===== src/rtl/cpu_debug_arbiter_pkg.sv =====
// Shared encodings for the CPU debug arbiter: FSM states, target indices and
// legacy debug-mode codes.
package cpu_debug_arbiter_pkg;

    typedef enum logic [2:0] {
        ST_IDLE    = 3'd0,
        ST_HALT    = 3'd1,
        ST_DRAIN   = 3'd2,
        ST_OWN     = 3'd3,
        ST_ACCESS  = 3'd4,
        ST_RELEASE = 3'd5
    } dbg_state_e;

    localparam int TGT_ICACHE = 0;
    localparam int TGT_REG    = 1;
    localparam int TGT_DCACHE = 2;

    // Mode codes carried over from the old combinational debug mux.
    localparam logic [1:0] DEBUG_NONE   = 2'b00;
    localparam logic [1:0] DEBUG_ICACHE = 2'b01;
    localparam logic [1:0] DEBUG_REG    = 2'b10;
    localparam logic [1:0] DEBUG_DCACHE = 2'b11;

    // The core keeps the SRAM pins in every state except OWN and ACCESS.
    function automatic logic is_pass_through(input dbg_state_e s);
        return (s != ST_OWN) && (s != ST_ACCESS);
    endfunction

endpackage


===== src/rtl/cpu_dbg_watchdog.sv =====
// Halt-acknowledge watchdog: down-counter that runs while the arbiter waits in
// HALT and flags expiry after LIMIT cycles.
module cpu_dbg_watchdog #(
    parameter int LIMIT = 64
) (
    input  logic clk,
    input  logic rst_n,
    input  logic run,
    output logic expired
);

    localparam int CNT_W = (LIMIT > 1) ? $clog2(LIMIT) : 1;
    localparam logic [CNT_W-1:0] CNT_LOAD = CNT_W'(LIMIT - 1);

    logic [CNT_W-1:0] cnt;

    always_ff @(posedge clk or negedge rst_n) begin
        if (!rst_n) begin
            cnt <= CNT_LOAD;
        end else if (!run) begin
            cnt <= CNT_LOAD;
        end else if (cnt != '0) begin
            cnt <= cnt - 1'b1;
        end
    end

    assign expired = run && (cnt == '0);

endmodule


===== src/rtl/cpu_debug_arbiter.sv =====
// Handshaked debug-port arbiter for the icache / regfile / dcache SRAM pins.
// Optional halt watchdog enabled by defining CPU_DBG_TIMEOUT_EN.
//
//   state   | meaning
//   IDLE    | core owns pins, waiting for dbg_en
//   HALT    | cpu_halt_req raised, waiting for cpu_halted
//   DRAIN   | pipeline drain count, core pins still passed through
//   OWN     | debug port owns pins, ready for a request
//   ACCESS  | one request in flight on the selected target
//   RELEASE | halt and ownership dropped, back to IDLE next cycle
module cpu_debug_arbiter
    import cpu_debug_arbiter_pkg::*;
#(
    parameter int                 NUM_TGT      = 3,
    parameter int                 ADDR_WIDTH   = 32,
    parameter int                 DATA_WIDTH   = 32,
    parameter logic [NUM_TGT-1:0] TGT_WR_MASK  = 3'b101,
    parameter int                 RD_LATENCY   = 1,
    parameter int                 DRAIN_CYCLES = 4,
    parameter int                 HALT_TIMEOUT = 64,
    localparam int                TGT_W        = (NUM_TGT > 1) ? $clog2(NUM_TGT) : 1
) (
    input  logic                            clk,
    input  logic                            rst_n,

    input  logic                            dbg_en,
    output logic                            dbg_own,
    input  logic                            dbg_req_valid,
    output logic                            dbg_req_ready,
    input  logic [TGT_W-1:0]                dbg_req_tgt,
    input  logic                            dbg_req_we,
    input  logic [ADDR_WIDTH-1:0]           dbg_req_addr,
    input  logic [DATA_WIDTH-1:0]           dbg_req_wdata,
    input  logic [DATA_WIDTH-1:0]           dbg_req_bweb,
    output logic                            dbg_rsp_valid,
    output logic                            dbg_rsp_err,
    output logic [DATA_WIDTH-1:0]           dbg_rsp_rdata,
    output logic                            dbg_halt_timeout,

    output logic                            cpu_halt_req,
    input  logic                            cpu_halted,

    input  logic [NUM_TGT-1:0]              int_ceb,
    input  logic [NUM_TGT-1:0]              int_web,
    input  logic [NUM_TGT*ADDR_WIDTH-1:0]   int_addr,
    input  logic [NUM_TGT*DATA_WIDTH-1:0]   int_bweb,
    input  logic [NUM_TGT*DATA_WIDTH-1:0]   int_wdata,

    output logic [NUM_TGT-1:0]              tgt_ceb,
    output logic [NUM_TGT-1:0]              tgt_web,
    output logic [NUM_TGT*ADDR_WIDTH-1:0]   tgt_addr,
    output logic [NUM_TGT*DATA_WIDTH-1:0]   tgt_bweb,
    output logic [NUM_TGT*DATA_WIDTH-1:0]   tgt_wdata,
    input  logic [NUM_TGT*DATA_WIDTH-1:0]   tgt_rdata
);

    localparam int DRN_W = (DRAIN_CYCLES > 0) ? $clog2(DRAIN_CYCLES + 1) : 1;
    localparam int LAT_W = $clog2(RD_LATENCY + 1);
    localparam logic [DRN_W-1:0] DRN_LOAD = DRN_W'(DRAIN_CYCLES);
    localparam logic [LAT_W-1:0] LAT_LOAD = LAT_W'(RD_LATENCY);

    dbg_state_e              state;
    logic [DRN_W-1:0]        drn_cnt;
    logic [LAT_W-1:0]        acc_cnt;

    logic [TGT_W-1:0]        req_tgt;
    logic                    req_we;
    logic                    req_err;
    logic [ADDR_WIDTH-1:0]   req_addr;
    logic [DATA_WIDTH-1:0]   req_wdata;
    logic [DATA_WIDTH-1:0]   req_bweb;

    logic                    new_in_range;
    logic                    new_wr_ok;
    logic                    new_err;
    logic [DATA_WIDTH-1:0]   sel_rdata;
    logic                    pass_thru;
    logic                    issue;
    logic                    acc_done;
    logic                    wd_expired;
    logic                    halt_to_q;

    always_comb begin
        new_in_range = 1'b0;
        new_wr_ok    = 1'b0;
        for (int i = 0; i < NUM_TGT; i++) begin
            if (dbg_req_tgt == TGT_W'(i)) begin
                new_in_range = 1'b1;
                new_wr_ok    = TGT_WR_MASK[i];
            end
        end
    end

    assign new_err = !new_in_range || (dbg_req_we && !new_wr_ok);

    always_comb begin
        sel_rdata = '0;
        for (int i = 0; i < NUM_TGT; i++) begin
            if (req_tgt == TGT_W'(i)) begin
                sel_rdata = tgt_rdata[i*DATA_WIDTH +: DATA_WIDTH];
            end
        end
    end

    // acc_cnt is loaded with RD_LATENCY on accept, so the pin cycle is the
    // one where it still equals the load value; reads finish when it hits 0.
    assign pass_thru = is_pass_through(state);
    assign issue     = (state == ST_ACCESS) && (acc_cnt == LAT_LOAD) && !req_err;
    assign acc_done  = req_we || req_err || (acc_cnt == '0);

    always_ff @(posedge clk or negedge rst_n) begin
        if (!rst_n) begin
            state         <= ST_IDLE;
            cpu_halt_req  <= 1'b0;
            dbg_own       <= 1'b0;
            dbg_req_ready <= 1'b0;
            dbg_rsp_valid <= 1'b0;
            dbg_rsp_err   <= 1'b0;
            dbg_rsp_rdata <= '0;
            drn_cnt       <= '0;
            acc_cnt       <= '0;
            req_tgt       <= '0;
            req_we        <= 1'b0;
            req_err       <= 1'b0;
            req_addr      <= '0;
            req_wdata     <= '0;
            req_bweb      <= '1;
        end else begin
            dbg_rsp_valid <= 1'b0;
            dbg_rsp_err   <= 1'b0;
            case (state)
                ST_IDLE: begin
                    if (dbg_en && !halt_to_q) begin
                        state        <= ST_HALT;
                        cpu_halt_req <= 1'b1;
                    end
                end
                ST_HALT: begin
                    if (cpu_halted) begin
                        state   <= ST_DRAIN;
                        drn_cnt <= DRN_LOAD;
                    end else if (wd_expired) begin
                        state        <= ST_RELEASE;
                        cpu_halt_req <= 1'b0;
                    end
                end
                ST_DRAIN: begin
                    if (drn_cnt != '0) begin
                        drn_cnt <= drn_cnt - 1'b1;
                    end else if (dbg_en) begin
                        state         <= ST_OWN;
                        dbg_own       <= 1'b1;
                        dbg_req_ready <= 1'b1;
                    end else begin
                        state        <= ST_RELEASE;
                        cpu_halt_req <= 1'b0;
                    end
                end
                ST_OWN: begin
                    if (dbg_req_valid) begin
                        state         <= ST_ACCESS;
                        dbg_req_ready <= 1'b0;
                        acc_cnt       <= LAT_LOAD;
                        req_tgt       <= dbg_req_tgt;
                        req_we        <= dbg_req_we;
                        req_err       <= new_err;
                        req_addr      <= dbg_req_addr;
                        req_wdata     <= dbg_req_wdata;
                        req_bweb      <= dbg_req_bweb;
                    end else if (!dbg_en) begin
                        state         <= ST_RELEASE;
                        dbg_own       <= 1'b0;
                        dbg_req_ready <= 1'b0;
                        cpu_halt_req  <= 1'b0;
                    end
                end
                ST_ACCESS: begin
                    // Always back through OWN so a dropped dbg_en releases there.
                    if (acc_done) begin
                        state         <= ST_OWN;
                        dbg_req_ready <= 1'b1;
                        dbg_rsp_valid <= 1'b1;
                        dbg_rsp_err   <= req_err;
                        if (req_err) begin
                            dbg_rsp_rdata <= '0;
                        end else if (!req_we) begin
                            dbg_rsp_rdata <= sel_rdata;
                        end
                    end else begin
                        acc_cnt <= acc_cnt - 1'b1;
                    end
                end
                ST_RELEASE: begin
                    state <= ST_IDLE;
                end
                default: begin
                    state <= ST_IDLE;
                end
            endcase
        end
    end

`ifdef CPU_DBG_TIMEOUT_EN
    cpu_dbg_watchdog #(
        .LIMIT   (HALT_TIMEOUT)
    ) u_watchdog (
        .clk     (clk),
        .rst_n   (rst_n),
        .run     (state == ST_HALT),
        .expired (wd_expired)
    );

    // Sticky until the debugger lets go of dbg_en, so IDLE cannot re-halt.
    always_ff @(posedge clk or negedge rst_n) begin
        if (!rst_n) begin
            halt_to_q <= 1'b0;
        end else if ((state == ST_HALT) && !cpu_halted && wd_expired) begin
            halt_to_q <= 1'b1;
        end else if ((state == ST_IDLE) && !dbg_en) begin
            halt_to_q <= 1'b0;
        end
    end
`else
    // Without the watchdog HALT waits forever; the limit never applies.
    assign wd_expired = (HALT_TIMEOUT < 0);
    assign halt_to_q  = 1'b0;
`endif

    assign dbg_halt_timeout = halt_to_q;

    for (genvar g = 0; g < NUM_TGT; g++) begin : g_pin
        logic sel;
        assign sel = issue && (req_tgt == TGT_W'(g));

        assign tgt_ceb[g] = pass_thru ? int_ceb[g] : ~sel;
        assign tgt_web[g] = pass_thru ? int_web[g] : ~(sel & req_we);
        assign tgt_addr[g*ADDR_WIDTH +: ADDR_WIDTH] =
            pass_thru ? int_addr[g*ADDR_WIDTH +: ADDR_WIDTH] : req_addr;
        assign tgt_bweb[g*DATA_WIDTH +: DATA_WIDTH] =
            pass_thru ? int_bweb[g*DATA_WIDTH +: DATA_WIDTH] : req_bweb;
        assign tgt_wdata[g*DATA_WIDTH +: DATA_WIDTH] =
            pass_thru ? int_wdata[g*DATA_WIDTH +: DATA_WIDTH] : req_wdata;
    end

endmodule


===== config.mk =====
export PLATFORM = sky130hd
export DESIGN_NAME = cpu_debug_arbiter
export DESIGN_NICKNAME = d
export VERILOG_FILES = /design/src/rtl/cpu_debug_arbiter_pkg.sv /design/src/rtl/cpu_dbg_watchdog.sv /design/src/rtl/cpu_debug_arbiter.sv
export SDC_FILE = /design/constraint.sdc
export NUM_CORES = 1
export LEC_CHECK = 0
export BUFFER_PORTS_ARGS = -buffer_cell sky130_fd_sc_hd__clkbuf_2
export CORE_AREA = 2 2 319 321
export DETAILED_ROUTE_END_ITERATION = 8
export DIE_AREA = 0 0 321 323
export REMOVE_ABC_BUFFERS = 1
export SLEW_MARGIN = 20
export SYNTH_ARGS = -nofsm -noshare
export SYNTH_HDL_FRONTEND = slang
export SYNTH_SLANG_ARGS = --single-unit

===== constraint.sdc =====
create_clock -name clk -period 1.75 [get_ports clk]
set_input_delay 0.35 -clock clk [delete_from_list [all_inputs] [get_ports clk]]
set_output_delay 0.35 -clock clk [all_outputs]
set_load 0.01 [all_outputs]

==> run summary <==
outcome -> complete, but fails checks
failing checks -> negative setup slack
Worst setup EP type -> output port
Critical Path AT -> 2300 ps
mapped cell area -> 9490 um2
vias in the first global route -> 12.2k
clock sinks -> 144
Net Sw Power -> 21.6 mW
#FFs+latches synth -> 144
via count -> 13.1k
Final GP Congestion -> 0.932
worst reg2reg setup slack -> -230 ps
dominant cell type by area after synthesis -> dfrtp_1
crit path time final -> 2650 ps
die height -> 323 um
Fin. Hold Viols -> 0
Worst Tran Pin Value -> 545 ps
fill count -> 10.9k
Antenna Violating Nets Remaining -> 0
Synth Flop Type -> dfrtp_1
WP data required -> 1400 ps
Synth area leaders -> dfrtp_1 30%, nand2_1 28%, mux2_4 14%
CTS tree -> built
Post-synth EDFFs -> 0
clock power share -> 8.9%
DRC Markers -> 0
Reg power frac -> 14.4%
initial antenna violation count -> 53
Yosys cell types -> 42
Core Region -> 101,000 um2
die area -> 104,000 um2
via-per-instance ratio -> 3.77
Ys Warns -> 0
layout cells sized above 1 -> 73.8%
startpoint types -> flip-flop
max_cap viols -> 0
H-tree depth -> 4
Synth async-reset ratio -> 100%
PortBufs -> 824
Yosys top cell area share -> 29.5%
Clock Tree Root -> clkbuf_16
fin crit share -> 151%
P&R area growth vs syn -> 134%
Setup CP Type -> reg2out
switch share -> 47.3%
Total Wirelength -> 94,100 um
total gr overflow -> 0
P per Cell Area -> 2060 nW/um2
maximum root-to-sink buffer count -> 2
Max Freq -> 378 MHz
final worst setup slack -> -896 ps
largest net degree at the start of global routing -> 42
post-route design area -> 22,200 um2
Routed wire per std cell -> 27.0 um
Cells after Synth -> 1,205
GR Util All Layers -> 16.6%
Cell Count, Final, Fillers Out -> 3,481
starting density of the core -> 9.42%
placed cells -> 3,338
TritonRoute pass-1 iters -> 5
RSZ-0062 raised after global routing -> true
Setup-failing EPs final -> 394
VDD IR-drop max -> 0.835 mV
most frequent cell after synthesis -> nand2_1
worst skew pair latency -> 510 ps
Slew HR -> 63.3%
most instantiated cells after synthesis -> 709 x nand2_1, 112 x dfrtp_1, 88 x mux2_4
CP Max Fanout -> 6
1st-iter DRT viols -> 786
Final #Nets -> 2,641
Placement Cell Area -> 15,900 um2
CTS Buf Count -> 17
clock transition at the registers of the reported paths -> 90 ps
sequential fraction of the synthesis area -> 38.4%
Leak -> 11.8 nW
I/O pin count -> 826
mean post-synth cell area -> 7.88 um2
count of pins over their slew limit -> 0
Post-DP HPWL -> 72,400 um
row count -> 117
Internal -> 24.1 mW
pre-CTS setup slack -> -707 ps
first-pass GRT wire length -> 113,000 um
TNS Setup -> -252,010 ps
Comb pwr share -> 76.8%
Die X -> 321 um
clk_skew -> 14.5 ps
class of the worst hold path -> in2reg
==> per-layer routing <==
| layer | up-vias | track usage [%] | part of all wire (%) |
|---|---|---|---|
| met1 | 6286 | 21.1 | 42 |
| met2 | 810 | 24.2 | 43 |
| li1 | 5793 | - | - |
| met5 | - | 0 | 0.33 |
| met4 | 52 | 4.12 | 2.5 |
| met3 | 177 | 8.93 | 12 |
==> kinds of logic after synthesis <==
| family | Yosys count | share of synthesized area (%) |
|---|---|---|
| AOI/OAI and AO/OA | 99 | 7.04 |
| adders and majority gates | 2 | 0.264 |
| buffers and inverters | 85 | 5.26 |
| DFF | 144 | 38.4 |
| muxes | 132 | 18.7 |
| other | 1 | 0.0395 |
| and+or+nand+nor | 742 | 30.3 |
==> power groups by stage <==
stage / Sequential [mW] / Clock, mW / Combinational (mW)
after floorplan: 6.45 / 0 / 8.70
after global placement: 6.37 / 0 / 21.6
after detailed placement: 6.41 / 0 / 21.6
after CTS: 6.43 / 4.23 / 29.1
after global routing: 6.74 / 4.32 / 37.0
final: 6.59 / 4.05 / 35.1
==> sequential cells by signal, indices dropped and copies added, names as in the netlist, 2 cells and up <==
name           flops
dbg_rsp_rdata     32
req_bweb          32
drn_cnt            3
req_tgt            2
state              3
req_addr          32
req_wdata         32
==> final timing paths <==
path / start / end / cells past startpoint
setup / recovery: state[1] / tgt_wdata[73] / 10
hold / removal: dbg_req_bweb[10] / req_bweb[10] / 2
setup reg to reg: state[2] / req_bweb[8] / 10
hold reg to reg: drn_cnt[1] / drn_cnt[1] / 2
max in group asynchronous: rst_n / req_bweb[14] / 3
min in group asynchronous: rst_n / req_addr[31] / 2
==> worst max-delay path, stage by stage (launching register included) <==
cell	delay, ps
dfrtp_1	420
nor3b_4	280
buf_6	140
a21oi_4	30
buf_12	160
buf_16	160
buf_12	150
clkbuf_16	170
nand2_4	60
nand2_1	50
buf_2	150
==> layout by cell type (no fill, tap or decap), types with 4 or more instances in the layout <==
cell type and instances:
inv_1 7, diode_2 14, a22o_1 32, buf_12 61, clkbuf_2 615, nor2_4 4, dfrtp_1 111, a21oi_1 8
clkbuf_8 10, nor2_1 8, nand2_1 298, clkbuf_16 28, inv_6 7, mux2_4 89, o21ai_0 39, nand2_4 237
nand2b_1 4, nand2_8 11, buf_6 132, dfstp_2 32, nand2_2 163, mux2_2 11, inv_8 4, buf_4 45
mux2i_1 32, buf_2 25, buf_8 65, buf_16 29
==> per-stage QoR <==
step / hold WS [ps] / util (%) / power, mW
after floorplan: 54.4 / - / 15.1
after global placement: 374 / 15.7 / 28.0
after detailed placement: 372 / 15.7 / 28.0
after CTS: 0.112 / 19.2 / 39.8
after global routing: 23.5 / 22.1 / 48.1
final: 70.4 / 22.1 / 45.8
==> layout make-up <==
| type | count | area [um2] | area share [%] |
|---|---|---|---|
| diodes | 14 | 35.0 | 0.158 |
| clock buffers | 17 | 425 | 1.91 |
| clock inverters | 15 | 166 | 0.748 |
| inverters | 7 | 26.3 | 0.118 |
| multi-input cells | 976 | 7820 | 35.1 |
| flip-flops and latches | 144 | 3640 | 16.4 |
| well taps | 1309 | 1640 | 7.36 |
| repair buffers | 999 | 8490 | 38.2 |
==> repair_timing <==
| action | in CTS | in global routing |
|---|---|---|
| setup buffers | 33 | 32 |
| hold buffers | 3 | 0 |
| gates cloned | 26 | 15 |
| pin swaps | 119 | 147 |
| resized for setup | 476 | 752 |
| endpoints found under the hold margin | 24 | 0 |
| endpoints found under the setup margin | 382 | 396 |
(Power assumes the default switching activity.)
